<file path="config.mk">
export PLATFORM = sky130hd
export DESIGN_NAME = fetch_pc
export DESIGN_NICKNAME = d
export VERILOG_FILES = /design/src/rtl/core_pkg.sv /design/src/rtl/fetch_counters.sv /design/src/rtl/fetch_pc.sv
export SDC_FILE = /design/constraint.sdc
export NUM_CORES = 1
export LEC_CHECK = 0
export ABC_CLOCK_PERIOD_IN_PS = 2700
export CAP_MARGIN = 20
export CORE_MARGIN = 4
export CORE_UTILIZATION = 43
export DETAILED_ROUTE_END_ITERATION = 10
export GPL_TIMING_DRIVEN = 0
export PLACE_DENSITY = 0.81
export SETUP_SLACK_MARGIN = 0.2
export SKIP_CTS_REPAIR_TIMING = 1
export SLEW_MARGIN = 25
export SYNTH_ARGS = -nofsm -noshare
export SYNTH_HDL_FRONTEND = slang
export SYNTH_SLANG_ARGS = --single-unit
</file>
<file path="constraint.sdc">
create_clock -name clk -period 2.7 [get_ports clk]
set_clock_uncertainty 0.15 [all_clocks]
set_input_delay 0.54 -clock clk [delete_from_list [all_inputs] [get_ports clk]]
set_output_delay 0.54 -clock clk [all_outputs]
set_load 0.005 [all_outputs]
</file>
<file path="src/rtl/core_pkg.sv">
// Shared definitions for the fetch stage: state encoding, default reset PC
// and a small helper that forces an address onto a word boundary.
package core_pkg;

    typedef enum logic [1:0] {
        ST_IDLE  = 2'd0,
        ST_FETCH = 2'd1,
        ST_EXEC  = 2'd2,
        ST_HALT  = 2'd3
    } fetch_state_e;

    localparam logic [31:0] DEFAULT_RESET_PC = 32'h0000_0000;

    // Clear the byte-offset bits so the PC always names a whole word.
    function automatic logic [31:0] word_align(input logic [31:0] addr);
        return {addr[31:2], 2'b00};
    endfunction

endpackage

</file>
<file path="src/rtl/fetch_counters.sv">
// Retired-instruction and taken-branch counters; both wrap modulo 2^32.
module fetch_counters (
    input  logic        clk,
    input  logic        rst_n,
    input  logic        inc,
    input  logic        taken,
    output logic [31:0] cnt_inst,
    output logic [31:0] cnt_taken
);

    logic [31:0] cnt_inst_q, cnt_inst_d;
    logic [31:0] cnt_taken_q, cnt_taken_d;

    // Next-count logic: a taken branch only counts when an instruction retires.
    always_comb begin
        cnt_inst_d  = cnt_inst_q;
        cnt_taken_d = cnt_taken_q;
        if (inc) begin
            cnt_inst_d = cnt_inst_q + 32'd1;
            if (taken) begin
                cnt_taken_d = cnt_taken_q + 32'd1;
            end
        end
    end

    // Counter registers with synchronous active-low reset.
    always_ff @(posedge clk) begin
        if (!rst_n) begin
            cnt_inst_q  <= 32'd0;
            cnt_taken_q <= 32'd0;
        end else begin
            cnt_inst_q  <= cnt_inst_d;
            cnt_taken_q <= cnt_taken_d;
        end
    end

    assign cnt_inst  = cnt_inst_q;
    assign cnt_taken = cnt_taken_q;

endmodule

</file>
<file path="src/rtl/fetch_pc.sv">
// Fetch stage: holds the PC, issues one instruction-memory read at a time,
// captures the returned word, and waits for the target unit to retire it.
//
// Handshakes:
//   imem_req/imem_ack - imem_req rises in FETCH and stays high (independent
//   of en) until the cycle imem_ack is sampled high; imem_data is taken in
//   that same cycle. imem_ack in any other state is ignored.
//   inst_valid/wtg_valid - inst_valid is high for the whole of EXEC; the
//   instruction retires in the cycle wtg_valid is sampled high, and pc_new,
//   branched and halt are only looked at in that cycle.
module fetch_pc
    import core_pkg::*;
#(
    parameter logic [31:0] RESET_PC = DEFAULT_RESET_PC
) (
    input  logic         clk,
    input  logic         rst_n,
    input  logic         en,
    output logic         imem_req,
    output logic [31:0]  imem_addr,
    input  logic         imem_ack,
    input  logic [31:0]  imem_data,
    output logic [31:0]  inst,
    output logic         inst_valid,
    output logic [31:0]  pc,
    output logic [31:0]  pc_4,
    input  logic         wtg_valid,
    input  logic [31:0]  pc_new,
    input  logic         branched,
    input  logic         halt,
    output logic         halted,
    output logic         misalign,
    output logic [31:0]  cnt_inst,
    output logic [31:0]  cnt_taken,
    output fetch_state_e dbg_state
);

    fetch_state_e state_q, state_d;
    logic [31:0]  pc_q, pc_d;
    logic [31:0]  inst_q, inst_d;
    logic         misalign_q, misalign_d;
    logic         retire;

    // Next-state and datapath updates; every input is gated by the state
    // that is allowed to consume it.
    always_comb begin
        state_d    = state_q;
        pc_d       = pc_q;
        inst_d     = inst_q;
        misalign_d = misalign_q;
        retire     = 1'b0;
        case (state_q)
            ST_IDLE: begin
                if (en) begin
                    state_d = ST_FETCH;
                end
            end
            ST_FETCH: begin
                if (imem_ack) begin
                    inst_d  = imem_data;
                    state_d = ST_EXEC;
                end
            end
            ST_EXEC: begin
                if (wtg_valid) begin
                    retire     = 1'b1;
                    pc_d       = word_align(pc_new);
                    misalign_d = misalign_q | (pc_new[1:0] != 2'b00);
                    if (halt) begin
                        state_d = ST_HALT;
                    end else if (en) begin
                        state_d = ST_FETCH;
                    end else begin
                        state_d = ST_IDLE;
                    end
                end
            end
            ST_HALT: begin
                state_d = ST_HALT;
            end
            default: begin
                state_d = ST_IDLE;
            end
        endcase
    end

    // State, PC, instruction and sticky misalign registers; reset wins over
    // any in-flight ack or retire.
    always_ff @(posedge clk) begin
        if (!rst_n) begin
            state_q    <= ST_IDLE;
            pc_q       <= RESET_PC;
            inst_q     <= 32'd0;
            misalign_q <= 1'b0;
        end else begin
            state_q    <= state_d;
            pc_q       <= pc_d;
            inst_q     <= inst_d;
            misalign_q <= misalign_d;
        end
    end

    fetch_counters u_counters (
        .clk       (clk),
        .rst_n     (rst_n),
        .inc       (retire),
        .taken     (branched),
        .cnt_inst  (cnt_inst),
        .cnt_taken (cnt_taken)
    );

    // Status outputs come straight from the state register.
    assign imem_req   = (state_q == ST_FETCH);
    assign inst_valid = (state_q == ST_EXEC);
    assign halted     = (state_q == ST_HALT);
    assign imem_addr  = pc_q;
    assign pc         = pc_q;
    assign pc_4       = pc_q + 32'd4;
    assign inst       = inst_q;
    assign misalign   = misalign_q;
    assign dbg_state  = state_q;

endmodule

</file>
==> results by group <==
Clock tree
  – Clock Sinks: 129
  – CTS Buffer Depth: 2
  – Clock Tree Root: clkbuf_16
  – CTS Buf Count: 17
  – CTS tree: built
  – Reg clk slew, reported paths: 0.06 ns
  – H-tree Lvls: 4
  – Skew-Pair Late Insertion Delay: 0.41 ns

Synthesis
  – Synthesized area: 6260 um^2
  – Cells after Synth: 796
  – Cell with the most instances after synthesis: nand2_1
  – Cells taking the most area after synthesis: dfxtp_1 (41%), nand2_1 (11%), a21oi_1 (7.9%)
  – Post-synthesis sequential area ratio: 41.3%
  – Asr flop ratio synth: 0%
  – Prevailing post-synth register cell: dfxtp_1
  – Post-synth EDFFs: 0
  – Post-synth top cells: nand2_1 (176), dfxtp_1 (129), a21oi_1 (99)
  – Mean post-synth cell area: 7.86 um^2
  – Yosys top cell area share: 41.3%
  – Seq cells post-synth: 129
  – Post-synthesis cell type count: 38
  – Ys Warns: 0
  – Cell taking the most area after synthesis: dfxtp_1

Timing
  – F_max: 0.340 GHz
  – Final worst path period share: 109%
  – Slew of the pin with the lowest slew margin: 0.600 ns
  – Slew Limit Fails: 0
  – Setup TNS: -1.09 ns
  – Setup violations, final: 10
  – Max transition margin: 60.0%
  – Worst Slack Setup Final: -0.243 ns
  – Hold_ws: 0.299 ns
  – Fin crit period: 2.94 ns
  – Final hold vios: 0
  – Setup repair after global routing missed its margin: yes

Power
  – Switching Fraction: 22.3%
  – Leak: 0.00390 uW
  – Max VDD drop: 353 uV
  – Clock share of power: 47.5%
  – Internal power: 3510 uW
  – Pwr Density: 440 nW/um^2
  – Switching pwr: 1010 uW
  – Seq pwr share: 43.4%
  – Comb pwr share: 9.2%

Critical path
  – Worst Path Required: 2.01 ns
  – Crit path launch type: flip-flop
  – RR Endpoint: u_counters.cnt_taken[31]$_SDFFE_PN0P_
  – CP delay by family, top: simple AND/OR/NAND/NOR gates
  – CP max FO: 5
  – Arr. time, crit path: 2.25 ns
  – Max stage delay on crit path: 0.53 ns
  – Slowest CP cell: or3_4
  – Cell-by-cell listing of the critical path: nand4_1, or3_4, buf_6, nor4_4, xor2_1, buf_2
  – Worst R2R Start: u_counters.cnt_taken[9]$_SDFFE_PN0P_
  – Worst r2r path cells: 6
  – R2R setup slack: 0.37 ns
  – Crit. End Element: output pin
  – WP buf/inv: 2
  – Crit path kind: reg2out

Floorplanning
  – Core Area: 14,000 um^2
  – Die W: 129 um
  – Die Height: 129 um
  – Cell Rows: 43
  – Initial Util: 44.6%
  – Die ar.: 16,500 um^2
  – IO Pins: 269

Finish
  – Layout cells sized above 1: 15.9%
  – Filler cells: 1,049
  – Layout Cells excl Fill: 1,305
  – NumNets Final: 1,189
  – Area grow syn2layout: 64.3%
  – Ant. Diodes: 0
  – Design Area, Final: 10,300 um^2

GRT
  – GR Util All Layers: 23.1%
  – Pin count of the biggest net entering global routing: 17
  – Grt ovf: 0
  – Initial antenna violation count: 0
  – Global-route wire length before repair: 30,900 um
  – Vias in the first global route: 6,091

Placed design
  – Port Buffers: 261
  – Placed Area: 9110 um^2
  – Dpl ws: -0.532 ns
  – GP Congestion: 0.863
  – DP HPWL: 15,300 um
  – DP Cell Count: 1,242

Detailed routing
  – Vias: 6,992
  – Wire per inst: 17.2 um
  – Via density: 5.36
  – DR iter-0 viols: 420
  – Drt drc: 0
  – Post-route ant nets: 0
  – Pre-antenna DRT Iters: 5
  – Routed wire length: 22,400 um

Status
  – Run status: complete, but fails checks
  – Failing checks: negative setup slack

Hold path
  – Hold Path Origin: misalign$_SDFFE_PN0P_
  – Worst hold path endpoint: misalign$_SDFFE_PN0P_
  – Hold Crit Depth: 2
  – Min-Delay Path Class: reg2reg

Job
  – Max Cap Violations: 0
[kinds of logic after synthesis]
family / after synthesis / synth area share (%)
simple gates: 370 / 29.7
compound gates: 132 / 11.4
flops: 129 / 41.3
buf+inv: 102 / 8.40
xor+xnor: 47 / 6.58
mux: 12 / 1.92
fa+ha+maj: 3 / 0.600
other cells: 1 / 0.0599
[layer usage]
layer	GRT usage [%]	wire length [um]	share of wire, %	vias to the layer above
li1	-	-	-	3366
met5	0	0	0	-
met3	7.68	1760	7.8	54
met4	7.91	632	2.8	0
met2	38.4	11100	50	303
met1	28.1	8930	40	3269
[how the worst max path moves through the flow]
stage,from,end,depth (start not counted)
detailed placement,imem_addr[8]$_SDFFE_PN0P_,pc_4[28],7
CTS,imem_addr[8]$_SDFFE_PN0P_,pc_4[28],7
global placement,imem_addr[7]$_SDFFE_PN0P_,pc_4[28],7
finish,imem_addr[18]$_SDFFE_PN0P_,pc_4[28],6
global route,imem_addr[18]$_SDFFE_PN0P_,pc_4[28],6
floorplan,imem_addr[7]$_SDFFE_PN0P_,pc_4[28],6
[power by group through the flow]
stage	Sequential (uW)	Clock (uW)	Combinational [uW]
3_5_place_dp	2010	0	401
3_3_place_gp	2010	0	399
4_1_cts	1970	2170	404
6_report	1960	2150	415
5_1_grt	1970	2260	450
2_1_floorplan	2010	0	143
[per-stage QoR]
step           util, %  total power, uW
2_1_floorplan        -             2150
3_3_place_gp      64.9             2410
3_5_place_dp      64.9             2420
4_1_cts           68.8             4550
5_1_grt           73.2             4680
6_report          73.2             4530
[worst min-delay path, cell delays in order, from the launching register on]
cell and delay, ns:
dfxtp_1 0.31, inv_1 0.05, a21oi_1 0.05
[flip-flops by register name (all words and copies together) (netlist names)]
name,flops
u_counters.cnt_inst,32
inst,32
imem_addr,30
u_counters.cnt_taken,32
dbg_state,2
misalign,1
[final cells by class]
type,instances,area [um^2],share of cell area (%)
multi-input cells,570,3440,33.4
repair buffers,295,2860,27.8
flip-flops and latches,129,2660,25.8
clock buffers,24,492,4.78
plain buffers,82,488,4.75
well taps,180,225,2.19
inverters,20,75.1,0.730
clock inverters,5,55.1,0.535
[cell usage in the layout, fill, tap and decap left out, types with 8 or more instances in the layout]
master             n
clkdlybuf4s50_1  236
nand2_1          174
dfxtp_1          105
a21oi_1           99
buf_4             63
clkbuf_1          40
xnor2_1           26
nor2_1            22
o31ai_1           22
or4_1             22
nand3_1           22
nand4_1           21
xor2_1            21
inv_1             19
clkbuf_16         18
dfxtp_4           17
buf_2             16
nor4_1            15
nand2b_1          12
mux2i_1           12
o21ai_0           11
or3_1             11
and4_1             9
dlymetal6s2s_1     8
No activity file was read; power rests on OpenSTA's default activity.
